==> src/rtl/mult_pipe_vr.sv <==
`default_nettype none
// ============================================================================
//  Module   : mult_pipe_vr
//  Purpose  : Parametrised pipelined multiplier with valid/ready handshake.
//             Every operand pair carries its own signedness select (TC) and
//             sideband tag. The product is the full A_width+B_width bits.
//             The pipeline collapses bubbles and honours backpressure.
//             flush clears the pipeline synchronously. inflight reports how
//             many items the pipeline currently holds.
//  Ports    : CLK, RST_N         clock, asynchronous active-low reset
//             in_valid/in_ready  input handshake for A, B, TC, in_tag
//             flush              synchronous clear of all stage valid bits
//             out_valid/out_ready output handshake for PRODUCT, out_tag
//             inflight           number of valid items held in the pipeline
//  Revision : 1.0  initial release
// ============================================================================
module mult_pipe_vr #(
    parameter int A_width    = 8,
    parameter int B_width    = 8,
    parameter int NUM_STAGES = 5,
    parameter int TAG_width  = 4
) (
    input  logic                              CLK,
    input  logic                              RST_N,
    input  logic                              in_valid,
    output logic                              in_ready,
    input  logic [A_width-1:0]                A,
    input  logic [B_width-1:0]                B,
    input  logic                              TC,
    input  logic [TAG_width-1:0]              in_tag,
    input  logic                              flush,
    output logic                              out_valid,
    input  logic                              out_ready,
    output logic [A_width+B_width-1:0]        PRODUCT,
    output logic [TAG_width-1:0]              out_tag,
    output logic [$clog2(NUM_STAGES+1)-1:0]   inflight
);

    localparam int c_PW = A_width + B_width;
    localparam int c_CW = $clog2(NUM_STAGES + 1);

    // ------------------------------------------------------------------
    // Per-stage control
    // ------------------------------------------------------------------
    logic [NUM_STAGES-1:0]  r_valid;
    logic [NUM_STAGES:0]    w_ready;
    logic [NUM_STAGES-1:0]  w_up_valid;
    logic [TAG_width-1:0]   r_tag      [NUM_STAGES];
    logic [TAG_width-1:0]   w_up_tag   [NUM_STAGES];
    logic                   w_in_xfer;
    logic                   w_out_xfer;
    logic [c_PW-1:0]        w_ext_a;
    logic [c_PW-1:0]        w_ext_b;
    logic [c_CW-1:0]        r_count;

    // A stage is ready when it is empty or when the stage ahead is ready.
    // Unrolled, that is: out_ready, or any stage from here to the output
    // is empty. Writing it in the flat form keeps each ready bit a direct
    // function of registers and out_ready with no bit-to-bit chain.
    assign w_ready[NUM_STAGES] = out_ready;

    for (genvar gi = 0; gi < NUM_STAGES; gi++) begin : g_ready
        assign w_ready[gi] = out_ready | ~(&r_valid[NUM_STAGES-1:gi]);
    end

    assign in_ready   = w_ready[0] & ~flush;
    assign w_in_xfer  = in_valid & in_ready;
    assign out_valid  = r_valid[NUM_STAGES-1];
    assign w_out_xfer = out_valid & out_ready;
    assign out_tag    = r_tag[NUM_STAGES-1];
    assign inflight   = r_count;

    // Upstream view of each stage: stage 0 sees the input port, every
    // other stage sees its predecessor.
    assign w_up_valid[0] = w_in_xfer;
    assign w_up_tag[0]   = in_tag;

    for (genvar gi = 1; gi < NUM_STAGES; gi++) begin : g_link
        assign w_up_valid[gi] = r_valid[gi-1];
        assign w_up_tag[gi]   = r_tag[gi-1];
    end

    // Extending both operands to the full product width lets a single
    // c_PW x c_PW multiply, truncated to c_PW bits, give the exact result
    // for both the signed and the unsigned case. The true product always
    // fits in c_PW bits, so the truncation never loses information.
    assign w_ext_a = {{B_width{TC & A[A_width-1]}}, A};
    assign w_ext_b = {{A_width{TC & B[B_width-1]}}, B};

    // ------------------------------------------------------------------
    // Valid bits and tags
    // ------------------------------------------------------------------
    always_ff @(posedge CLK or negedge RST_N) begin
        if (!RST_N) begin
            r_valid <= '0;
        end else if (flush) begin
            // Flush clears every stage, including stalled ones. Any output
            // transfer in this cycle has already been taken by the consumer.
            r_valid <= '0;
        end else begin
            for (int i = 0; i < NUM_STAGES; i++) begin
                if (w_ready[i]) begin
                    r_valid[i] <= w_up_valid[i];
                end
            end
        end
    end

    // Tags only move with real data so a stalled or empty stage keeps its
    // last value and does not toggle needlessly.
    always_ff @(posedge CLK or negedge RST_N) begin
        if (!RST_N) begin
            for (int i = 0; i < NUM_STAGES; i++) begin
                r_tag[i] <= '0;
            end
        end else begin
            for (int i = 0; i < NUM_STAGES; i++) begin
                if (w_ready[i] & w_up_valid[i]) begin
                    r_tag[i] <= w_up_tag[i];
                end
            end
        end
    end

    // ------------------------------------------------------------------
    // Occupancy counter
    // ------------------------------------------------------------------
    always_ff @(posedge CLK or negedge RST_N) begin
        if (!RST_N) begin
            r_count <= '0;
        end else if (flush) begin
            r_count <= '0;
        end else if (w_in_xfer & ~w_out_xfer) begin
            r_count <= r_count + 1'b1;
        end else if (~w_in_xfer & w_out_xfer) begin
            r_count <= r_count - 1'b1;
        end
    end

    // ------------------------------------------------------------------
    // Datapath
    // ------------------------------------------------------------------
    if (NUM_STAGES == 1) begin : g_single
        // One register slice: the multiply sits in front of it.
        logic [c_PW-1:0] r_prod;

        always_ff @(posedge CLK or negedge RST_N) begin
            if (!RST_N) begin
                r_prod <= '0;
            end else if (w_ready[0] & w_in_xfer) begin
                r_prod <= w_ext_a * w_ext_b;
            end
        end

        assign PRODUCT = r_prod;
    end else begin : g_multi
        // Stage 0 registers the extended operands so the multiplier starts
        // from clean flops instead of the producer's logic. Stage 1 holds
        // the product. The remaining stages are plain delay registers;
        // register retiming may move the multiplier logic into them.
        logic [c_PW-1:0] r_op_a;
        logic [c_PW-1:0] r_op_b;
        logic [c_PW-1:0] w_mul;
        logic [c_PW-1:0] r_prod [1:NUM_STAGES-1];

        assign w_mul = r_op_a * r_op_b;

        always_ff @(posedge CLK or negedge RST_N) begin
            if (!RST_N) begin
                r_op_a <= '0;
                r_op_b <= '0;
            end else if (w_ready[0] & w_in_xfer) begin
                r_op_a <= w_ext_a;
                r_op_b <= w_ext_b;
            end
        end

        always_ff @(posedge CLK or negedge RST_N) begin
            if (!RST_N) begin
                for (int i = 1; i < NUM_STAGES; i++) begin
                    r_prod[i] <= '0;
                end
            end else begin
                if (w_ready[1] & r_valid[0]) begin
                    r_prod[1] <= w_mul;
                end
                for (int i = 2; i < NUM_STAGES; i++) begin
                    if (w_ready[i] & r_valid[i-1]) begin
                        r_prod[i] <= r_prod[i-1];
                    end
                end
            end
        end

        assign PRODUCT = r_prod[NUM_STAGES-1];
    end

endmodule
`default_nettype wire

==> config.mk <==
export PLATFORM = sky130hd
export DESIGN_NAME = mult_pipe_vr
export DESIGN_NICKNAME = d
export VERILOG_FILES = /design/src/rtl/mult_pipe_vr.sv
export SDC_FILE = /design/constraint.sdc
export NUM_CORES = 1
export LEC_CHECK = 0
export BUFFER_PORTS_ARGS = -buffer_cell sky130_fd_sc_hd__buf_2
export CAP_MARGIN = 20
export CORE_MARGIN = 3
export CORE_UTILIZATION = 30
export DETAILED_ROUTE_END_ITERATION = 8
export PLACE_DENSITY = 0.45
export SETUP_SLACK_MARGIN = 0.4
export SLEW_MARGIN = 0
export SYNTH_ARGS = -nofsm -noshare
export SYNTH_HDL_FRONTEND = slang
export SYNTH_SLANG_ARGS = --single-unit
==> constraint.sdc <==
create_clock -name CLK -period 5.1 [get_ports CLK]
set_clock_uncertainty 0.15 [all_clocks]
set_input_delay 1.02 -clock CLK [delete_from_list [all_inputs] [get_ports CLK]]
set_output_delay 1.02 -clock CLK [all_outputs]
set_load 0.05 [all_outputs]
* Word-level counts from Yosys, hierarchy flattened *
Index checks and enable logic that the tools add are counted.

storage, ports and cells
  register bits after elaboration = 110
  latch bits = 0
  memory bits (writable) = 0
  bits in read-only memories = 0
  input bits = 26
  output and inout bits = 25
  word-level logic and storage cells = 64
  memories = 0

cells by class
  add/sub/neg operators = 2
  multipliers = 1
  div/mod/pow operators = 0
  order comparisons = 0
  equality and inequality tests = 0
  shifts and indexed selects = 0
  multiplexer cells = 9
  bitwise operators = 25
  reductions and logical operators = 10

operator list
  kind                                               count
  multiplier 9 x 9 -> 16 bit                         1
  AND 1 bit                                          12
  nonzero test 2 bit                                 5
  two-way mux 3 bit                                  3
  inverter 1 bit                                     8
  two-way mux 1 bit                                  5
  two-way mux 5 bit                                  1
  bitwise OR 1 bit                                   5
  AND reduction 5 bit                                1
  AND reduction 4 bit                                1
  adder 3 x 1 -> 3 bit (second input constant)       1
  AND reduction 3 bit                                1
  nonzero test 3 bit                                 1
  subtractor 3 x 1 -> 3 bit (second input constant)  1
  AND reduction 2 bit                                1

* Depth between registers and ports, before layout *
  depth after elaboration = 10
  mapped depth = 18
  mapped depth without buffers = 17

* Worst setup path after synthesis *
No wires, ideal clock.

  path type = register to register
  start = register g_multi.r_op_b[2]
  end = register g_multi.r_prod[63] (netlist name)
  setup time = 0.135 ns
  arrival = 4.373 ns
  required time = 4.815 ns
  slack = 0.442 ns
  stages on the path, launching flop included = 18
  buffers on the path = 1
  clock period less this slack = 4.658 ns
  cell sequence = dfrtp_1 -> clkbuf_1 -> nand2_1 -> fa_1 -> inv_1 -> fa_1 -> ha_1 -> inv_1 -> fa_1 -> inv_1 -> ha_1 -> ha_1 -> fa_1 -> a211oi_1 -> o21ai_0 -> a311oi_1 -> xnor2_1 -> o21ai_0

on the way
  longest elaborated chain between the ends = 1

RTL lines
  item                             line  source
  from (decl)                      162   logic [c_PW-1:0] r_op_b;
  from (signal assigned)           174   r_op_b <= w_ext_b;
  multiplier 9 x 9 -> 16 bit       166   assign w_mul = r_op_a * r_op_b;
  to (signal, indexed assignment)  189   r_prod[i] <= r_prod[i-1];
  to (decl)                        164   logic [c_PW-1:0] r_prod [1:NUM_STAGES-1];

No other way between the ends.
A chain may end at the register's enable or synchronous reset.

* Final worst setup path *
  start = register g_multi.r_op_b[1]
  end = register g_multi.r_prod[61] (netlist name)

The elaborated chain is that of the path after synthesis.

==> results.yml <==
run_status:
  status: "finished clean"
cts:
  clock_sink_count: 110
  cts_max_level: 3
  cts_buffers: 9
  cts_tree: "yes"
  clkSlewWorstSetupHoldPaths_ps: 80
  clock_tree.buffer_depth: 2
  cts_root_buf: "clkbuf_16"
  clk_latency_ps: 350
detailed_routing:
  wl_per_cell_um: 13.5
  vias: 4244
  finalWirelength_um: 13400
  antenna_left: 0
  drtPass1Iterations: 4
  vias_per_cell: 4.26
  drt_iter0_drc: 175
  drc: 0
yosys:
  synth-warning-count: 0
  yosysUniqueCellTypes: 33
  syn_inst: 641
  netlist_area_um2: 7010
  yosys_register_bits: 110
  synth.net_count: 764
  avgSynthCellArea_um2: 10.9
  ys_seq_area_frac: 0.393
timing:
  min_period_ps: 4590
  holdWs_ps: 326
  rsz0062_at_grt: "true"
  worst_slack_ps: 513
  fin_tns_setup_ps: 0
  fmax_ghz: 0.218
  tightest_slew_ps: 982
  finalSetupViolCount: 0
  fin_crit_sh: 0.899
  slew_violations: 0
  max-slew-margin-rel: 0.344
  hold_violations: 0
place:
  portBuffers: 50
  place.detailed.hpwl_um: 10200
  place_congestion: 0.818
  place_ws_ps: 114
floorplan:
  die_x_um: 159
  coreArea_um2: 22800
  ios: 51
  initial_core_util: 0.308
  die_area_um2: 25200
  rows: 55
  die_h_um: 159
worst_setup_path:
  r2r_cells: 14
  r2r_start: "g_multi.r_op_b[1]$_DFFE_PN0P_"
  crit_path_end: "g_multi.r_prod[61]$_DFFE_PN0P_"
  cp-start-kind: "flip-flop"
  rr_endpoint: "g_multi.r_prod[61]$_DFFE_PN0P_"
  rrSetupSlack_ps: 510
  worstPathRequired_ps: 5140
  end_kind: "flip-flop"
  path_max_fanout: 6
  criticalPathCategory: "flip-flop to flip-flop"
  cp.arrival_ps: 4630
  crit_start: "g_multi.r_op_b[1]$_DFFE_PN0P_"
power:
  leakage_nw: 3.96
  power_w: 0.00427
  peakVddDrop_v: 0.000228
  power_per_cell_area_nw_per_um2: 525
global_route:
  antenna_found_initial: 0
  grtUsageTotal: 0.115
  grt_pass1_wl_um: 23800
  grt_pass1_vias: 4630
  grt_max_degree: 74
  grt-ovfl-total: 0
final_layout:
  syn_to_final_growth_pct: 16.3
  final_cell_mix: "117 x nand2_1, 98 x dfrtp_1, 64 x inv_1, 61 x mux2_2, 59 x fa_1"
  layout.nets: 802
  n_antenna_cell: 0
  drive_above_1_share: 0.300
  fill_cells: 2308
  final_common_cell: "nand2_1"
run:
  drv_cap: 0
worst_hold_path:
  hold_class: "flip-flop to flip-flop"
[how the worst min path moves through the flow]
| stage | from | to | slack, ps | depth (start not counted) |
|---|---|---|---|---|
| floorplan | r_tag[16]$_DFFE_PN0P_ | r_tag[16]$_DFFE_PN0P_ | 290 | 2 |
| finish | r_tag[18]$_DFFE_PN0P_ | r_tag[18]$_DFFE_PN0P_ | 330 | 2 |
| global placement | r_tag[16]$_DFFE_PN0P_ | r_tag[16]$_DFFE_PN0P_ | 310 | 2 |
| detailed placement | r_tag[19]$_DFFE_PN0P_ | r_tag[19]$_DFFE_PN0P_ | 320 | 2 |
| global route | g_multi.r_prod[29]$_DFFE_PN0P_ | PRODUCT[13]$_DFFE_PN0P_ | 360 | 1 |
| CTS | g_multi.r_prod[29]$_DFFE_PN0P_ | PRODUCT[13]$_DFFE_PN0P_ | 330 | 1 |
[repair_timing]
item	4_1_cts	5_1_grt
pin swaps	3	23
buffers inserted	8	9
hold buffers	0	0
gates resized for setup	23	33
setup endpoints to repair	6	6
[area by class of cell]
| cell class | count | area (µm²) | area share |
|---|---|---|---|
| flip-flops and latches | 110 | 2770 | 0.340 |
| repair buffers | 79 | 480 | 0.0590 |
| inverters | 69 | 263 | 0.0323 |
| multi-input cells | 410 | 3940 | 0.484 |
| clock buffers | 9 | 225 | 0.0277 |
| clock inverters | 7 | 77.6 | 0.00953 |
| well taps | 313 | 392 | 0.0481 |
[Yosys cell counts]
master      n  share of area
buf_4      20          0.021
buf_2       4         0.0029
a21o_1      1         0.0011
and3_1      1        0.00089
nand2b_1    7         0.0063
a311oi_4    1         0.0038
o21ai_1     1        0.00071
mux2_2     61          0.098
a31oi_1     2         0.0018
o21ai_0    15          0.011
xor2_1      6         0.0075
nor2b_1     3         0.0027
clkbuf_1   27          0.014
fa_1       64           0.18
xnor2_1    16          0.020
and2_1     29          0.026
dfrtp_1   110           0.39
nand3_1     4         0.0029
nor3_1      1        0.00071
a21oi_1    10         0.0071
o31ai_1     1         0.0011
nand3b_1    1         0.0011
buf_1       1        0.00054
ha_1       33          0.059
and4b_1     1         0.0014
mux2_1     10          0.016
nor2_1     16         0.0086
inv_1      69          0.037
a211oi_1    2         0.0021
o211a_1     1         0.0014
nand2_1   121          0.065
o21bai_1    1         0.0011
a311oi_1    1         0.0013
[critical path, cell delays in order, from the launching register on]
cell and delay (ps):
dfrtp_2 410, buf_4 150, nand2_1 80, fa_1 510
inv_1 50, fa_1 500, fa_1 570, fa_1 440
fa_1 460, ha_1 310, o21ai_1 210, o21ai_2 110
a31oi_1 230, xor2_1 160, o21ai_0 90
[metrics by stage]
step                instances  cell area (µm²)   util
floorplan                 641             7010      -
global placement          962             7450  0.327
detailed placement        962             7450  0.327
CTS                       986             7880  0.346
global route              997             8140  0.358
finish                    997             8140  0.358
[report_power, final]
| group | total (W) | internal, W | switching, W |
|---|---|---|---|
| clock network | 0.000709 | 0.000354 | 0.000355 |
| registers | 0.00132 | 0.00116 | 0.000161 |
| logic | 0.00225 | 0.00104 | 0.00121 |
[cells by family after synthesis]
kind of cell	share of synthesized area
AO/OA/AOI/OAI	0.0321
XOR/XNOR	0.0275
adder cells (fa/ha/maj)	0.242
buffers and inverters	0.0763
flip-flops	0.393
multiplexers	0.114
AND/OR/NAND/NOR	0.115
[state kept, by name, summed over array words and instances (netlist names)]
signal          flops
g_multi.r_op_b      9
inflight            3
g_multi.r_op_a      9
r_valid             5
PRODUCT            16
r_tag              16
out_tag             4
g_multi.r_prod     48
[metal layers]
metal,part of all wire,global-route usage
met3,0.030,0.0250
met4,0.012,0.0310
met2,0.46,0.179
met1,0.50,0.162
met5,0,0
No activity file was read; power rests on OpenSTA's default activity.
